### config.mk
export PLATFORM = sky130hd
export DESIGN_NAME = nibble_add_sequencer
export DESIGN_NICKNAME = d
export VERILOG_FILES = /design/src/rtl/nibble_add_sequencer.sv
export SDC_FILE = /design/constraint.sdc
export NUM_CORES = 1
export LEC_CHECK = 0
export ABC_AREA = 1
export CORE_MARGIN = 2
export CORE_UTILIZATION = 54
export DETAILED_ROUTE_END_ITERATION = 8
export DONT_BUFFER_PORTS = 1
export GPL_TIMING_DRIVEN = 0
export PLACE_DENSITY = 0.8
export SETUP_SLACK_MARGIN = 0.5
export SYNTH_ARGS = -nofsm -noshare
export SYNTH_HDL_FRONTEND = slang
export SYNTH_SLANG_ARGS = --single-unit
### constraint.sdc
create_clock -name clk -period 6.2 [get_ports clk]
set_clock_uncertainty 0.2 [all_clocks]
set_input_delay 1.24 -clock clk [delete_from_list [all_inputs] [get_ports clk]]
set_output_delay 1.24 -clock clk [all_outputs]
set_load 0.005 [all_outputs]
### src/rtl/nibble_add_sequencer.sv
// Wide adder built from one 4-bit ripple adder reused one nibble per cycle, LSB first.
// Optional subtract mode (op_sub port) is enabled with `define NIBBLE_SEQ_SUB_EN.

module ripple_adder (
    input  logic [3:0] A,
    input  logic [3:0] B,
    input  logic       CI,
    output logic [3:0] SUM,
    output logic       CO
);
    logic [4:0] w_c;

    always_comb begin
        w_c    = '0;
        SUM    = '0;
        w_c[0] = CI;
        for (int i = 0; i < 4; i++) begin
            SUM[i]   = A[i] ^ B[i] ^ w_c[i];
            w_c[i+1] = (A[i] & B[i]) | (w_c[i] & (A[i] ^ B[i]));
        end
        CO = w_c[4];
    end
endmodule

module nibble_add_sequencer #(
    parameter int NIBBLES = 4
) (
    input  logic                 clk,
    input  logic                 rst_n,
    input  logic                 in_valid,
    output logic                 in_ready,
    input  logic [4*NIBBLES-1:0] op_a,
    input  logic [4*NIBBLES-1:0] op_b,
    input  logic                 op_ci,
`ifdef NIBBLE_SEQ_SUB_EN
    input  logic                 op_sub,
`endif
    output logic                 out_valid,
    input  logic                 out_ready,
    output logic [4*NIBBLES-1:0] sum,
    output logic                 co,
    output logic                 busy
);
    localparam int W     = 4 * NIBBLES;
    localparam int IDX_W = (NIBBLES > 1) ? $clog2(NIBBLES) : 1;

    typedef enum logic [1:0] {S_IDLE, S_RUN, S_DONE} state_t;

    state_t             r_state;
    state_t             w_next;
    logic [W-1:0]       r_a;
    logic [W-1:0]       r_b;
    logic [W-1:0]       r_sum;
    logic               r_carry;
    logic               r_co;
    logic [IDX_W-1:0]   r_idx;
    logic               r_sub;
    logic               w_accept;
    logic               w_last;
    logic [3:0]         w_add_a;
    logic [3:0]         w_add_b;
    logic               w_add_ci;
    logic [3:0]         w_add_sum;
    logic               w_add_co;
    logic               w_sub_req;

`ifdef NIBBLE_SEQ_SUB_EN
    assign w_sub_req = op_sub;
`else
    assign w_sub_req = 1'b0;
`endif

    assign w_accept = in_valid && (r_state == S_IDLE);
    assign w_last   = (r_idx == IDX_W'(NIBBLES - 1));

    always_ff @(posedge clk or negedge rst_n) begin
        if (!rst_n) r_state <= S_IDLE;
        else        r_state <= w_next;
    end

    always_comb begin
        w_next = r_state;
        case (r_state)
            S_IDLE: if (in_valid) w_next = S_RUN;
            S_RUN:  if (w_last) w_next = S_DONE;
            S_DONE: if (out_ready) w_next = S_IDLE;
            default: w_next = S_IDLE;
        endcase
    end

    always_comb begin
        in_ready  = (r_state == S_IDLE);
        out_valid = (r_state == S_DONE);
        busy      = (r_state != S_IDLE);
    end

    // Adder sees zeros outside RUN; B is inverted for subtraction
    always_comb begin
        w_add_a  = 4'h0;
        w_add_b  = 4'h0;
        w_add_ci = 1'b0;
        if (r_state == S_RUN) begin
            w_add_a  = r_a[4*r_idx +: 4];
            w_add_b  = r_b[4*r_idx +: 4] ^ {4{r_sub}};
            w_add_ci = r_carry;
        end
    end

    ripple_adder u_adder (
        .A   (w_add_a),
        .B   (w_add_b),
        .CI  (w_add_ci),
        .SUM (w_add_sum),
        .CO  (w_add_co)
    );

    always_ff @(posedge clk or negedge rst_n) begin
        if (!rst_n) begin
            r_a     <= '0;
            r_b     <= '0;
            r_sum   <= '0;
            r_carry <= 1'b0;
            r_co    <= 1'b0;
            r_idx   <= '0;
            r_sub   <= 1'b0;
        end else if (w_accept) begin
            r_a     <= op_a;
            r_b     <= op_b;
            r_sub   <= w_sub_req;
            r_carry <= w_sub_req ? 1'b1 : op_ci;
            r_idx   <= '0;
        end else if (r_state == S_RUN) begin
            r_sum[4*r_idx +: 4] <= w_add_sum;
            r_carry             <= w_add_co;
            if (w_last) r_co  <= w_add_co;
            else        r_idx <= r_idx + IDX_W'(1);
        end
    end

    assign sum = r_sum;
    assign co  = r_co;
endmodule

==> results of run 1 <==
cell usage after synthesis, types with 2 or more instances:
cell type  number  share of area
nand2_1       135           0.19
dfrtp_1        54           0.50
o21ai_0        36          0.067
nor2_1         34          0.048
inv_1          28          0.039
nand3_1        18          0.034
buf_2           6          0.011
ha_1            6          0.028
fa_1            4          0.030
buf_6           3          0.013
nand3b_1        3         0.0084
a21oi_1         2         0.0037
buf_4           2         0.0056
clkbuf_1        2         0.0028
layer usage:
metal,track usage,share of wire,vias to the layer above
li1,-,-,1057
met1,0.278,0.45,982
met2,0.356,0.48,47
met3,0.0434,0.048,10
met4,0.0813,0.021,0
met5,0,0,-
power by group:
part	internal, uW	leakage [uW]	switching [uW]
clock network	113	0.0000575	109
logic	265	0.000718	500
registers	498	0.000692	80.1
total	876	0.00147	689
final cells by class:
type,instances,share of cell area
well taps,67,0.0291
multi-input cells,243,0.394
inverters,30,0.0400
plain buffers,13,0.0300
flip-flops and latches,54,0.469
clock buffers,8,0.0382
worst register-to-register path: stages (launching register included):
cell and delay, ps:
dfrtp_1 400, buf_2 250, clkinv_1 350, nor2_1 210
nand2_1 70, nand2_1 70, nand2_1 80, fa_1 420
fa_1 400, fa_1 380, inv_1 80, fa_1 430
inv_1 60, nor2_1 70, nand3_1 90, o21ai_0 70
cells by family after synthesis:
kind of cell	count (synthesis)	share of synthesized area
AO/OA/AOI/OAI	40	0.0755
adder cells (fa/ha/maj)	10	0.0578
buffers and inverters	43	0.0750
flip-flops	54	0.503
AND/OR/NAND/NOR	193	0.289
sequential cells by signal, summed over array words and instances, names as in the netlist:
| signal | cells |
|---|---|
| r_a | 16 |
| co | 1 |
| r_idx | 2 |
| r_state | 2 |
| r_b | 16 |
| sum | 16 |
| r_carry | 1 |
path summary, 6_finish.rpt:
| check | startpoint | endpoint | slack [ps] | cells after the start |
|---|---|---|---|---|
| setup / recovery | r_idx[1] | sum[7] | 2450 | 15 |
| min in group asynchronous | rst_n | r_b[7] | 410 | 0 |
| max in group asynchronous | rst_n | r_a[13] | 5270 | 0 |
| hold reg to reg | r_b[9] | r_b[9] | 300 | 2 |
| setup reg to reg | r_idx[1] | sum[7] | 2450 | 15 |
| hold / removal | r_b[9] | r_b[9] | 300 | 2 |
per-stage QoR:
| step | cells | power, uW | utilization | worst slack (ps) |
|---|---|---|---|---|
| after detailed placement | 407 | 1340 | 0.583 | 2530 |
| after global routing | 415 | 1720 | 0.606 | 2150 |
| final | 415 | 1570 | 0.606 | 2450 |
| after floorplan | 340 | 1160 | - | 2910 |
| after CTS | 415 | 1570 | 0.606 | 2480 |
| after global placement | 407 | 1320 | 0.583 | 2580 |
==> impl_metrics.toml, run 1 <==
[worst_setup_path]
endpoint_kind = "flip-flop"
crit_type = "reg -> reg"
cp_max_fo = 11
crit_arrival_ps = 3740
start_kind = "flip-flop"
worst_path_largest_cell_delay_ps = 430
required_ps = 6190
crit_top_cell = "fa_1"
critical_path.top_delay_family = "adder cells"
worstPathCellList = "buf_2, clkinv_1, nor2_1, nand2_1, nand2_1, nand2_1, fa_1, fa_1, fa_1, inv_1, fa_1, inv_1, nor2_1, nand3_1, o21ai_0"
critical_path_buf_inv_count = 4
worst_path_max_delay_cell = "fa_1"

[final_layout]
drive_above_1_share = 0.0661
multi_input_area_sq_um = 1130
regArea_sq_um = 1350
final_common_cell = "nand2_1"
fin_area_sq_um = 2880
syn_to_final_growth_pct = 7.22
fillerInstances = 467
most-common-layout-cells = "nand2_1 (135), dfrtp_1 (54), o21ai_0 (36), nor2_1 (34), inv_1 (28)"
fin_nets = 394
diodes = 0

[grt]
grt_overflow = 0
grt_pass1_vias = 2047
grt_use_total = 0.214
antenna_found_initial = 0
grt_pass1_wl_microns = 9000
grt_max_degree = 55

[yosys]
ys_ff_latch = 54
async_reset_ff_frac = 1.00
yosysSeqAreaShare = 0.503
yosysWarnings = 0
synth_top_flop_cell = "dfrtp_1"
syn_inst = 340
syn_area_sq_um = 2690
synth_edf_count = 0
yosysUniqueCellTypes = 21
syn-mean-instance-area_sq_um = 7.90
synth_fp_nets = 387

[clocking]
clk_pin_slew_ps = 90
cts_buffers = 5
postCtsSetupBuffers = 0
cts_resized = 0
worstSkewPairLatency_ps = 310
cts_root_buf = "clkbuf_8"
hold_buffers = 0
cts.sinks = 54
htree_levels = 2
clockBufferDepth = 2
tritoncts = "built"

[place]
gp_congestion = 0.836
hpwlAfterDp_microns = 3960
place_area_sq_um = 2770
numPortBuffers = 0

[floorplanning]
die_w_microns = 74.5
die_area_sq_um = 5550
die_h_microns = 74.5
start_util = 0.565
coreArea_sq_um = 4750
io_pins = 57
rows = 25

[route]
drt_wl_total_microns = 5380
wl_per_cell_microns = 13.0
route.detailed.drc = 0
first_pass_iters = 4
vias = 2096
detail-route-antenna-nets = 0
via_per_inst = 5.05
drtIter0Drc = 110

[sta]
period_minus_slack_ps = 3750
tightest_slew_ps = 399
report.final.slew_viol_count = 0
fin_setup_tns_ps = 0
holdWs_ps = 296
hold_viol = 0
rsz0062_at_grt = "no"
finalSetupViolations = 0
fmax_mhz = 266
finalCritPeriodShare = 0.605
relSlewSlack = 0.734

[outcome]
status = "finished, final reports clean"

[pwr]
leakage_uw = 0.00147
vdd_drop_max_uv = 224
powerDensity_nw_per_um2 = 543

[run]
maxCapViolCount = 0

[worst_hold_path]
hold_class = "reg -> reg"
No activity file was read; power rests on OpenSTA's default activity.
==> run 2, diff against run 1 <==
==> constraint.sdc (replaced) <==
create_clock -name clk -period 3.59 [get_ports clk]
set_clock_uncertainty 0.2 [all_clocks]
set_input_delay 0.718 -clock clk [delete_from_list [all_inputs] [get_ports clk]]
set_output_delay 0.718 -clock clk [all_outputs]
set_load 0.005 [all_outputs]
==> run 2 against run 1 <==
Effect of this change: power up 91%; combinational power up 110%; count of clock-buffer cells in the layout unchanged.
==> impl_metrics.toml, run 2 (synthesis gave the netlist of run 1 again) <==
[clocking]
cts.sinks = 54
worstSkewPairLatency_ps = 310
cts_root_buf = "clkbuf_8"
tritoncts = "built"
clk_pin_slew_ps = 90
cts_buffers = 5
htree_levels = 2
clockBufferDepth = 2

[sta]
rsz0062_at_grt = "yes"
relSlewSlack = 0.768
fmax_mhz = 322
holdWs_ps = 41.4
hold_viol = 0
tightest_slew_ps = 348
fin_setup_tns_ps = 0
period_minus_slack_ps = 3110
finalSetupViolations = 0
finalCritPeriodShare = 0.866
report.final.slew_viol_count = 0

[floorplanning]
die_area_sq_um = 5550
rows = 25
die_h_microns = 74.5
coreArea_sq_um = 4750
die_w_microns = 74.5
start_util = 0.565
io_pins = 57

[route]
drt_wl_total_microns = 5820
wl_met1_microns = 2470
wl_per_cell_microns = 13.6
wl_met2_microns = 2900
first_pass_iters = 5
vias = 2195
met3WireLength_microns = 307
route.detailed.drc = 0
top_layer = "met4"
drtIter0Drc = 147
detail-route-antenna-nets = 0
via_per_inst = 5.12

[worst_setup_path]
start_kind = "flip-flop"
cp_max_fo = 6
required_ps = 3590
crit_type = "reg -> reg"
r2r_end = "sum[7]"
crit_arrival_ps = 3110
endpoint_kind = "flip-flop"
r2r_slack_ps = 480
ff2ff_path_depth = 15
r2r_start = "r_idx[0]"

[worst_hold_path]
hold_class = "in -> async"

[place]
numPortBuffers = 0
place_area_sq_um = 2790
gp_congestion = 0.849
hpwlAfterDp_microns = 3990

[grt]
grt_pass1_vias = 2188
grt_overflow = 0
grt_pass1_wl_microns = 9810
antenna_found_initial = 0
grt_max_degree = 55
grt_use_total = 0.236

[pwr]
powerDensity_nw_per_um2 = 966
vdd_drop_max_uv = 417
leakage_uw = 0.00156

[final_layout]
drive_above_1_share = 0.144
diodes = 0
most-common-layout-cells = "nand2_1 (132), dfrtp_1 (53), nor2_1 (33), o21ai_0 (33), inv_1 (26)"
final_common_cell = "nand2_1"
fin_nets = 408
fillerInstances = 408
fin_area_sq_um = 3090
syn_to_final_growth_pct = 15.2

[outcome]
status = "finished, final reports clean"

[run]
maxCapViolCount = 0
run 2: changes by cell type in the layout (fill, tap and decap cells not counted), moves of 3 or more:
| cell | change |
|---|---|
| fa_1 | -3 |
| fa_2 | +3 |
| o21ai_0 | -3 |
| nand2_2 | +3 |
| buf_2 | -4 |
| buf_6 | +5 |
| nand2_1 | -3 |
| buf_4 | +12 |
run 2: worst max-delay path by stage:
stage / startpoint / endpoint / cells after the start
finish: r_idx[0] / sum[7] / 15
CTS: r_idx[0] / sum[15] / 15
global route: r_idx[0] / sum[7] / 15
global placement: r_idx[1] / sum[7] / 15
detailed placement: r_idx[1] / sum[15] / 15
floorplan: r_idx[0] / sum[7] / 15
run 2: worst max-delay path, cell delays in order, from the launching register on:
cell	delay, ps
dfrtp_2	460
buf_6	150
buf_6	110
nand2_2	60
nand2_1	50
nand2_1	80
nand2_2	70
fa_2	350
fa_2	340
fa_2	350
inv_2	60
fa_1	440
inv_2	90
nor2_4	50
nand3_2	80
o21ai_1	50
run 2: repair_timing:
item / CTS / global route
pin swaps: 9 / 10
hold buffers: 1 / 0
hold endpoints to repair: 54 / 0
resized for setup: 19 / 6
buffers inserted: 12 / 1
endpoints found under the setup margin: 4 / 4
run 2: area by class of cell:
| class | instances | area (sq um) | area share |
|---|---|---|---|
| Clock buffer | 8 | 110 | 0.0356 |
| Tap cell | 67 | 83.8 | 0.0271 |
| Multi-Input combinational cell | 243 | 1170 | 0.378 |
| Buffer | 13 | 125 | 0.0404 |
| Sequential cell | 54 | 1350 | 0.437 |
| Timing Repair Buffer | 14 | 125 | 0.0404 |
| Inverter | 30 | 128 | 0.0412 |
run 2: metrics by stage:
step	cells	power [uW]	util	setup slack, ps
after floorplan	340	2020	-	539
after global placement	407	2300	0.586	313
after detailed placement	407	2340	0.586	260
after CTS	428	2940	0.646	481
after global routing	429	3290	0.651	394
final	429	2990	0.651	483
run 2: metal layers:
layer	up-vias	GRT usage
met2	52	0.401
met3	11	0.0474
met4	0	0.0813
met5	-	0
li1	1093	-
met1	1039	0.301
run 2: power by group:
group          switching [uW]  internal, uW  total, uW  leakage (uW)
Clock                     190           195        385     0.0000575
Sequential                129           862        990      0.000691
Combinational             990           624       1610      0.000814
